File: config.mk
export PLATFORM = sky130hd
export DESIGN_NAME = beta_trap_ctrl
export DESIGN_NICKNAME = d
export VERILOG_FILES = /design/src/rtl/beta_csr_pkg.sv /design/src/rtl/beta_irq_prio.sv /design/src/rtl/beta_trap_ctrl.sv
export SDC_FILE = /design/constraint.sdc
export NUM_CORES = 1
export LEC_CHECK = 0
export ABC_CLOCK_PERIOD_IN_PS = 7400
export CAP_MARGIN = 20
export CELL_PAD_IN_SITES_DETAIL_PLACEMENT = 0
export CELL_PAD_IN_SITES_GLOBAL_PLACEMENT = 1
export CORE_UTILIZATION = 31
export CTS_BUF_LIST = sky130_fd_sc_hd__clkbuf_8
export DETAILED_ROUTE_END_ITERATION = 8
export PLACE_DENSITY = 0.91
export SYNTH_ARGS = -nofsm -noshare
export SYNTH_HDL_FRONTEND = slang
export SYNTH_HIERARCHICAL = 1
export SYNTH_SLANG_ARGS = --single-unit
File: constraint.sdc
create_clock -name clk_i -period 7.4 [get_ports clk_i]
set_input_delay 2.22 -clock clk_i [delete_from_list [all_inputs] [get_ports clk_i]]
set_output_delay 2.22 -clock clk_i [all_outputs]
set_load 0.01 [all_outputs]
File: src/rtl/beta_csr_pkg.sv
// Shared types and constants for the machine-mode trap control unit:
// FSM states, cause codes, mtvec modes and the live CSR bundle.
package beta_csr_pkg;

  localparam int unsigned CsrWidth = 32;

  typedef enum logic [2:0] {
    ST_IDLE     = 3'd0,
    ST_DRAIN    = 3'd1,
    ST_TRAP_WR  = 3'd2,
    ST_MRET_WR  = 3'd3,
    ST_REDIRECT = 3'd4
  } trap_fsm_e;

  // Interrupt codes (mcause[4:0] with mcause MSB set)
  localparam logic [4:0] IRQ_CODE_MSI = 5'd3;
  localparam logic [4:0] IRQ_CODE_MTI = 5'd7;
  localparam logic [4:0] IRQ_CODE_MEI = 5'd11;

  localparam logic [4:0] EXC_INSTR_MISALIGNED = 5'd0;
  localparam logic [4:0] EXC_ILLEGAL_INSTR    = 5'd2;
  localparam logic [4:0] EXC_BREAKPOINT       = 5'd3;
  localparam logic [4:0] EXC_LOAD_FAULT       = 5'd5;
  localparam logic [4:0] EXC_ECALL_M          = 5'd11;

  localparam logic [1:0] MTVEC_MODE_DIRECT   = 2'b00;
  localparam logic [1:0] MTVEC_MODE_VECTORED = 2'b01;

  // Interrupt sources are {pending, enable}
  typedef struct packed {
    logic                mie;
    logic                mpie;
    logic [CsrWidth-1:0] mtvec;
    logic [CsrWidth-1:0] mepc;
    logic [CsrWidth-1:0] mcause;
    logic [CsrWidth-1:0] mtval;
    logic [1:0]          ext_int;
    logic [1:0]          tim_int;
    logic [1:0]          soft_int;
  } csr_ctrl_t;

endpackage

File: src/rtl/beta_irq_prio.sv
// Combinational interrupt priority encoder: MEI > MSI > MTI, gated by mie.
module beta_irq_prio
  import beta_csr_pkg::*;
(
  input  logic       mie_i,
  input  logic [1:0] ext_int_i,
  input  logic [1:0] tim_int_i,
  input  logic [1:0] soft_int_i,
  output logic       eligible_o,
  output logic [4:0] code_o
);

  always_comb begin
    eligible_o = 1'b0;
    code_o     = '0;
    if (mie_i) begin
      if (ext_int_i == 2'b11) begin
        eligible_o = 1'b1;
        code_o     = IRQ_CODE_MEI;
      end else if (soft_int_i == 2'b11) begin
        eligible_o = 1'b1;
        code_o     = IRQ_CODE_MSI;
      end else if (tim_int_i == 2'b11) begin
        eligible_o = 1'b1;
        code_o     = IRQ_CODE_MTI;
      end
    end
  end

endmodule

File: src/rtl/beta_trap_ctrl.sv
// Machine-mode trap control unit: arbitrates exceptions, MRET and interrupts,
// writes trap CSR state, flushes the pipeline and redirects fetch.
module beta_trap_ctrl
  import beta_csr_pkg::*;
#(
  parameter int unsigned DataWidth = 32
) (
  input  logic                 clk_i,
  input  logic                 rstn_i,
  input  logic                 exc_valid_i,
  input  logic [4:0]           exc_cause_i,
  input  logic [DataWidth-1:0] exc_pc_i,
  input  logic [DataWidth-1:0] exc_tval_i,
  input  logic                 mret_i,
  input  logic [DataWidth-1:0] next_pc_i,
  input  logic                 pipe_idle_i,
  input  csr_ctrl_t            csr_control_i,
  output logic                 tcu_csr_we_o,
  output logic [DataWidth-1:0] csr_mcause_o,
  output logic [DataWidth-1:0] csr_mepc_o,
  output logic [DataWidth-1:0] csr_mtval_o,
  output logic [2:0]           csr_trap_state_o,
  output logic                 stall_o,
  output logic                 flush_o,
  output logic                 redirect_valid_o,
  output logic [DataWidth-1:0] redirect_pc_o,
  input  logic                 redirect_ready_i,
  output logic                 busy_o
);

  trap_fsm_e            state_q, state_d;
  logic [DataWidth-1:0] cause_q, cause_d;
  logic [DataWidth-1:0] epc_q, epc_d;
  logic [DataWidth-1:0] tval_q, tval_d;
  logic [DataWidth-1:0] target_q, target_d;
  logic                 irq_q, irq_d;
  logic                 we_q, we_d;
  logic                 flush_q, flush_d;
  logic                 stall_q, stall_d;
  logic                 rvalid_q, rvalid_d;
  logic [DataWidth-1:0] mcause_out_q, mcause_out_d;
  logic [DataWidth-1:0] mepc_out_q, mepc_out_d;
  logic [DataWidth-1:0] mtval_out_q, mtval_out_d;
  logic [2:0]           trap_st_q, trap_st_d;

  logic                 irq_eligible;
  logic [4:0]           irq_code;
  logic [DataWidth-1:0] irq_cause, exc_cause;
  logic [DataWidth-1:0] mtvec_w, mtvec_base, trap_target;

  beta_irq_prio u_irq_prio (
    .mie_i      (csr_control_i.mie),
    .ext_int_i  (csr_control_i.ext_int),
    .tim_int_i  (csr_control_i.tim_int),
    .soft_int_i (csr_control_i.soft_int),
    .eligible_o (irq_eligible),
    .code_o     (irq_code)
  );

  assign irq_cause  = {1'b1, {(DataWidth-6){1'b0}}, irq_code};
  assign exc_cause  = {{(DataWidth-5){1'b0}}, exc_cause_i};
  assign mtvec_w    = DataWidth'(csr_control_i.mtvec);
  assign mtvec_base = {mtvec_w[DataWidth-1:2], 2'b00};

  // Vectored mode only applies to interrupts; the add wraps naturally.
  assign trap_target = (irq_q && (mtvec_w[1:0] == MTVEC_MODE_VECTORED))
                     ? mtvec_base + DataWidth'({cause_q[4:0], 2'b00})
                     : mtvec_base;

  always_comb begin
    state_d      = state_q;
    cause_d      = cause_q;
    epc_d        = epc_q;
    tval_d       = tval_q;
    target_d     = '0;
    irq_d        = irq_q;
    we_d         = 1'b0;
    flush_d      = 1'b0;
    stall_d      = 1'b0;
    rvalid_d     = 1'b0;
    mcause_out_d = '0;
    mepc_out_d   = '0;
    mtval_out_d  = '0;
    trap_st_d    = '0;

    unique case (state_q)
      ST_IDLE: begin
        if (exc_valid_i) begin
          cause_d      = exc_cause;
          epc_d        = exc_pc_i;
          tval_d       = exc_tval_i;
          irq_d        = 1'b0;
          state_d      = ST_TRAP_WR;
          we_d         = 1'b1;
          flush_d      = 1'b1;
          mcause_out_d = exc_cause;
          mepc_out_d   = exc_pc_i;
          mtval_out_d  = exc_tval_i;
          trap_st_d    = {1'b0, csr_control_i.mie, 1'b1};
        end else if (mret_i) begin
          state_d      = ST_MRET_WR;
          we_d         = 1'b1;
          flush_d      = 1'b1;
          mcause_out_d = DataWidth'(csr_control_i.mcause);
          mepc_out_d   = DataWidth'(csr_control_i.mepc);
          mtval_out_d  = DataWidth'(csr_control_i.mtval);
          trap_st_d    = {csr_control_i.mpie, 1'b1, 1'b0};
        end else if (irq_eligible) begin
          cause_d = irq_cause;
          tval_d  = '0;
          irq_d   = 1'b1;
          state_d = ST_DRAIN;
          stall_d = 1'b1;
        end
      end

      // The interrupt is already latched, so withdrawal here has no effect.
      ST_DRAIN: begin
        stall_d = 1'b1;
        if (pipe_idle_i) begin
          epc_d        = next_pc_i;
          state_d      = ST_TRAP_WR;
          stall_d      = 1'b0;
          we_d         = 1'b1;
          flush_d      = 1'b1;
          mcause_out_d = cause_q;
          mepc_out_d   = next_pc_i;
          mtval_out_d  = tval_q;
          trap_st_d    = {1'b0, csr_control_i.mie, 1'b1};
        end
      end

      ST_TRAP_WR: begin
        state_d  = ST_REDIRECT;
        rvalid_d = 1'b1;
        target_d = trap_target;
      end

      ST_MRET_WR: begin
        state_d  = ST_REDIRECT;
        rvalid_d = 1'b1;
        target_d = DataWidth'(csr_control_i.mepc);
      end

      ST_REDIRECT: begin
        if (redirect_ready_i) begin
          state_d = ST_IDLE;
        end else begin
          rvalid_d = 1'b1;
          target_d = target_q;
        end
      end

      default: state_d = ST_IDLE;
    endcase
  end

  always_ff @(posedge clk_i) begin
    if (!rstn_i) begin
      state_q      <= ST_IDLE;
      cause_q      <= '0;
      epc_q        <= '0;
      tval_q       <= '0;
      target_q     <= '0;
      irq_q        <= 1'b0;
      we_q         <= 1'b0;
      flush_q      <= 1'b0;
      stall_q      <= 1'b0;
      rvalid_q     <= 1'b0;
      mcause_out_q <= '0;
      mepc_out_q   <= '0;
      mtval_out_q  <= '0;
      trap_st_q    <= '0;
    end else begin
      state_q      <= state_d;
      cause_q      <= cause_d;
      epc_q        <= epc_d;
      tval_q       <= tval_d;
      target_q     <= target_d;
      irq_q        <= irq_d;
      we_q         <= we_d;
      flush_q      <= flush_d;
      stall_q      <= stall_d;
      rvalid_q     <= rvalid_d;
      mcause_out_q <= mcause_out_d;
      mepc_out_q   <= mepc_out_d;
      mtval_out_q  <= mtval_out_d;
      trap_st_q    <= trap_st_d;
    end
  end

  assign tcu_csr_we_o     = we_q;
  assign flush_o          = flush_q;
  assign stall_o          = stall_q;
  assign csr_mcause_o     = mcause_out_q;
  assign csr_mepc_o       = mepc_out_q;
  assign csr_mtval_o      = mtval_out_q;
  assign csr_trap_state_o = trap_st_q;
  assign redirect_valid_o = rvalid_q;
  assign redirect_pc_o    = target_q;
  assign busy_o           = (state_q != ST_IDLE);

endmodule

==> out/qor.txt <==
Status - finished clean
Root Driver - clkbuf_8
Final worst path period need - 4.51 ns
Post-Synthesis Cells - 766
Arr. time, crit path - 4.87 ns
CTS tree - yes
H-tree Lvls - 4
Cell Count, Final, Fillers Out - 1393
Final net count - 1342
Post-route cell area - 11500 um2
Power density over the cells - 214 nW/um2
Sink Count - 175
Sequential Power Share - 43.9%
Number of synthesized flops with an enable pin - 0
Async set or reset register ratio after synthesis - 0%
Clock Latency Late Sink - 0.47 ns
DR vias - 7600
Via-per-instance ratio - 5.46
Starting Density - 31.6%
Hold WC Path Type - flip-flop to flip-flop
Rows - 55
Pre-CTS WS - 2.43 ns
Pin count of the biggest net entering global routing - 99
Clock buffer depth - 2
First-pass GRT wire length - 41000 um
Fin Setup TNS - 0 ns
Layout area overhead - 60.6%
Synthesized area - 7160 um2
Slew margin rel. - 25.4%
GRT Resource Usage Total - 22.4%
Sequential element share of the synthesized area - 48.9%
Post-route ant nets - 0
Setup crit start kind - primary input
Max Slew Vio Count - 0
Routed WL - 27500 um
# setup viols final - 0
Number of global-route vias before repair - 7240
Hold Slack - 0.511 ns
Post-CTS Setup Repair Bufs - 0
Final Hold Vio Count - 0
Area post-placement - 11100 um2
Netlist cell types - 60
Die width - 154 um
Initial DRC Count - 822
Reg clk slew, reported paths - 0.11 ns
Combinational share of power - 29.1%
Resize count post-CTS - 0
Measured slew at the worst slew-check pin - 1.12 ns
Max VDD drop - 94.6 uV
Pleak - 4.18 nW
Primary FF master, synth - dfxtp_1
Max-cap viol count - 0
CP Data Required Time - 7.76 ns
Share of layout cells above drive strength 1 - 5.88%
Clock share of power - 27.0%
PortBufs - 378
Cell count after placement - 1359
Syn. warnings - 6
Critical path type - primary input to flip-flop
#FFs+latches synth - 175
Initial antenna violation count - 2
Pint - 0.00166 W
Core area - 22600 um2
Grt ovf - 0
RSZ-0062 raised after global routing - false
Die Area - 23700 um2
Die Y - 154 um
CTS Hold Buffers Added - 0
Total net switching power - 0.000810 W
GPL Wtd Cong - 0.862
Total CTS buffers - 17
Mapped Nets - 1015
Avg Cell Area, Syn - 9.35 um2
Final worst setup slack - 2.89 ns
Maximum clock frequency - 222 MHz
IO Pins - 379
Drt wl/cell - 19.7 um
Fin crit share - 60.9%
DRT Pass-1 Iters - 8
Sw frac - 32.8%
Crit end category - flip-flop
CP max FO - 11
DRC - 0
Post-DP HPWL - 19300 um
Setup Skew - 0.0190 ns
routing by layer:
layer	share of wire, %	vias to the layer above	global-route usage (%)
met5	0	-	0
met4	2.1	0	7.57
met3	7.3	35	5.41
met2	49	363	38.5
met1	42	3648	27.3
li1	-	3554	-
worst max-delay path, stage by stage:
cell             delay, ns
clkdlybuf4s50_1       0.47
ha_1                  0.31
a21o_1                0.14
nand4_1               0.78
a21oi_2               0.56
a21oi_1               0.11
a311o_1               0.27
Yosys cell counts, types with 6 or more instances:
cell type  number  area (um2)
and3_1         29         181
xnor2_1        12         105
o31a_1          7        61.3
nand4_1         6        37.5
a211oi_1        6        45.0
o22ai_1         8        50.1
nor4_1          9        56.3
buf_2           8        40.0
nand3_1        12        60.1
a21oi_1        48         240
nor3_1          6        30.0
a222oi_1       67         671
clkbuf_1       66         248
nand2_1        29         109
o21ai_1         6        30.0
mux2i_1         8        80.1
o21ai_0        18        90.1
a22oi_1        48         360
nor2_1        122         458
dfxtp_1       175        3500
sequential cells by signal, indices dropped and copies added (netlist names):
name	flops
cause_q	6
csr_mcause_o	32
csr_mepc_o	32
csr_mtval_o	32
csr_trap_state_o	3
flush_o	1
redirect_pc_o	32
redirect_valid_o	1
stall_o	1
state_q	3
tval_q	32
layout make-up:
class,count,area [um2]
antenna,2,5.00
clock buffer,17,234
clock inverter,15,171
fill,2150,11100
inverter,7,26.3
multi-input combinational,504,3340
sequential,175,3500
tap,285,357
timing repair buffer,388,3870
path summary, 6_finish.rpt:
path,cells after the start,startpoint,endpoint,slack [ns]
worst max-delay path,7,csr_control_i[105],redirect_pc_o[25],2.89
worst min-delay path,2,tval_q[10],csr_mtval_o[10],0.51
worst max register to register,6,cause_q[1],redirect_pc_o[25],4.76
worst min register to register,2,tval_q[10],csr_mtval_o[10],0.51
cells in the final DEF, fill, tap and decap left out, drive strengths merged, types with 17 or more instances in the layout:
cell,instances
and3,30
nor2,122
dfxtp,175
clkdlybuf4s50,377
a222oi,67
nand2,29
clkbuf,17
a21oi,49
o21ai,24
a22oi,49
through the flow:
step                      utilization [%]  power, W
after floorplan                         -   0.00143
after global placement               48.9   0.00181
after detailed placement             49.0   0.00182
after CTS                            50.8   0.00250
after global routing                 50.8   0.00260
final                                50.8   0.00247
power by group through the flow:
stage               combinational, W  clock, W  sequential (W)
finish                      0.000718  0.000667         0.00108
global route                0.000775  0.000731         0.00109
CTS                         0.000721  0.000693         0.00108
detailed placement          0.000717         0         0.00110
global placement            0.000704         0         0.00110
floorplan                   0.000307         0         0.00112
cells by family (layout without fill, tap and decap cells):
| group | count (synthesis) | count (layout) | share of synthesized area (%) |
|---|---|---|---|
| AND/OR/NAND/NOR | 240 | 240 | 16.4 |
| AO/OA/AOI/OAI | 237 | 237 | 25.9 |
| flip-flops | 175 | 175 | 48.9 |
| buffers and inverters | 87 | 427 | 5.01 |
| XOR/XNOR | 12 | 12 | 1.47 |
| multiplexers | 8 | 8 | 1.12 |
| adder cells (fa/ha/maj) | 6 | 6 | 1.15 |
| other | 1 | 3 | 0.0523 |
(Power assumes the default switching activity.)
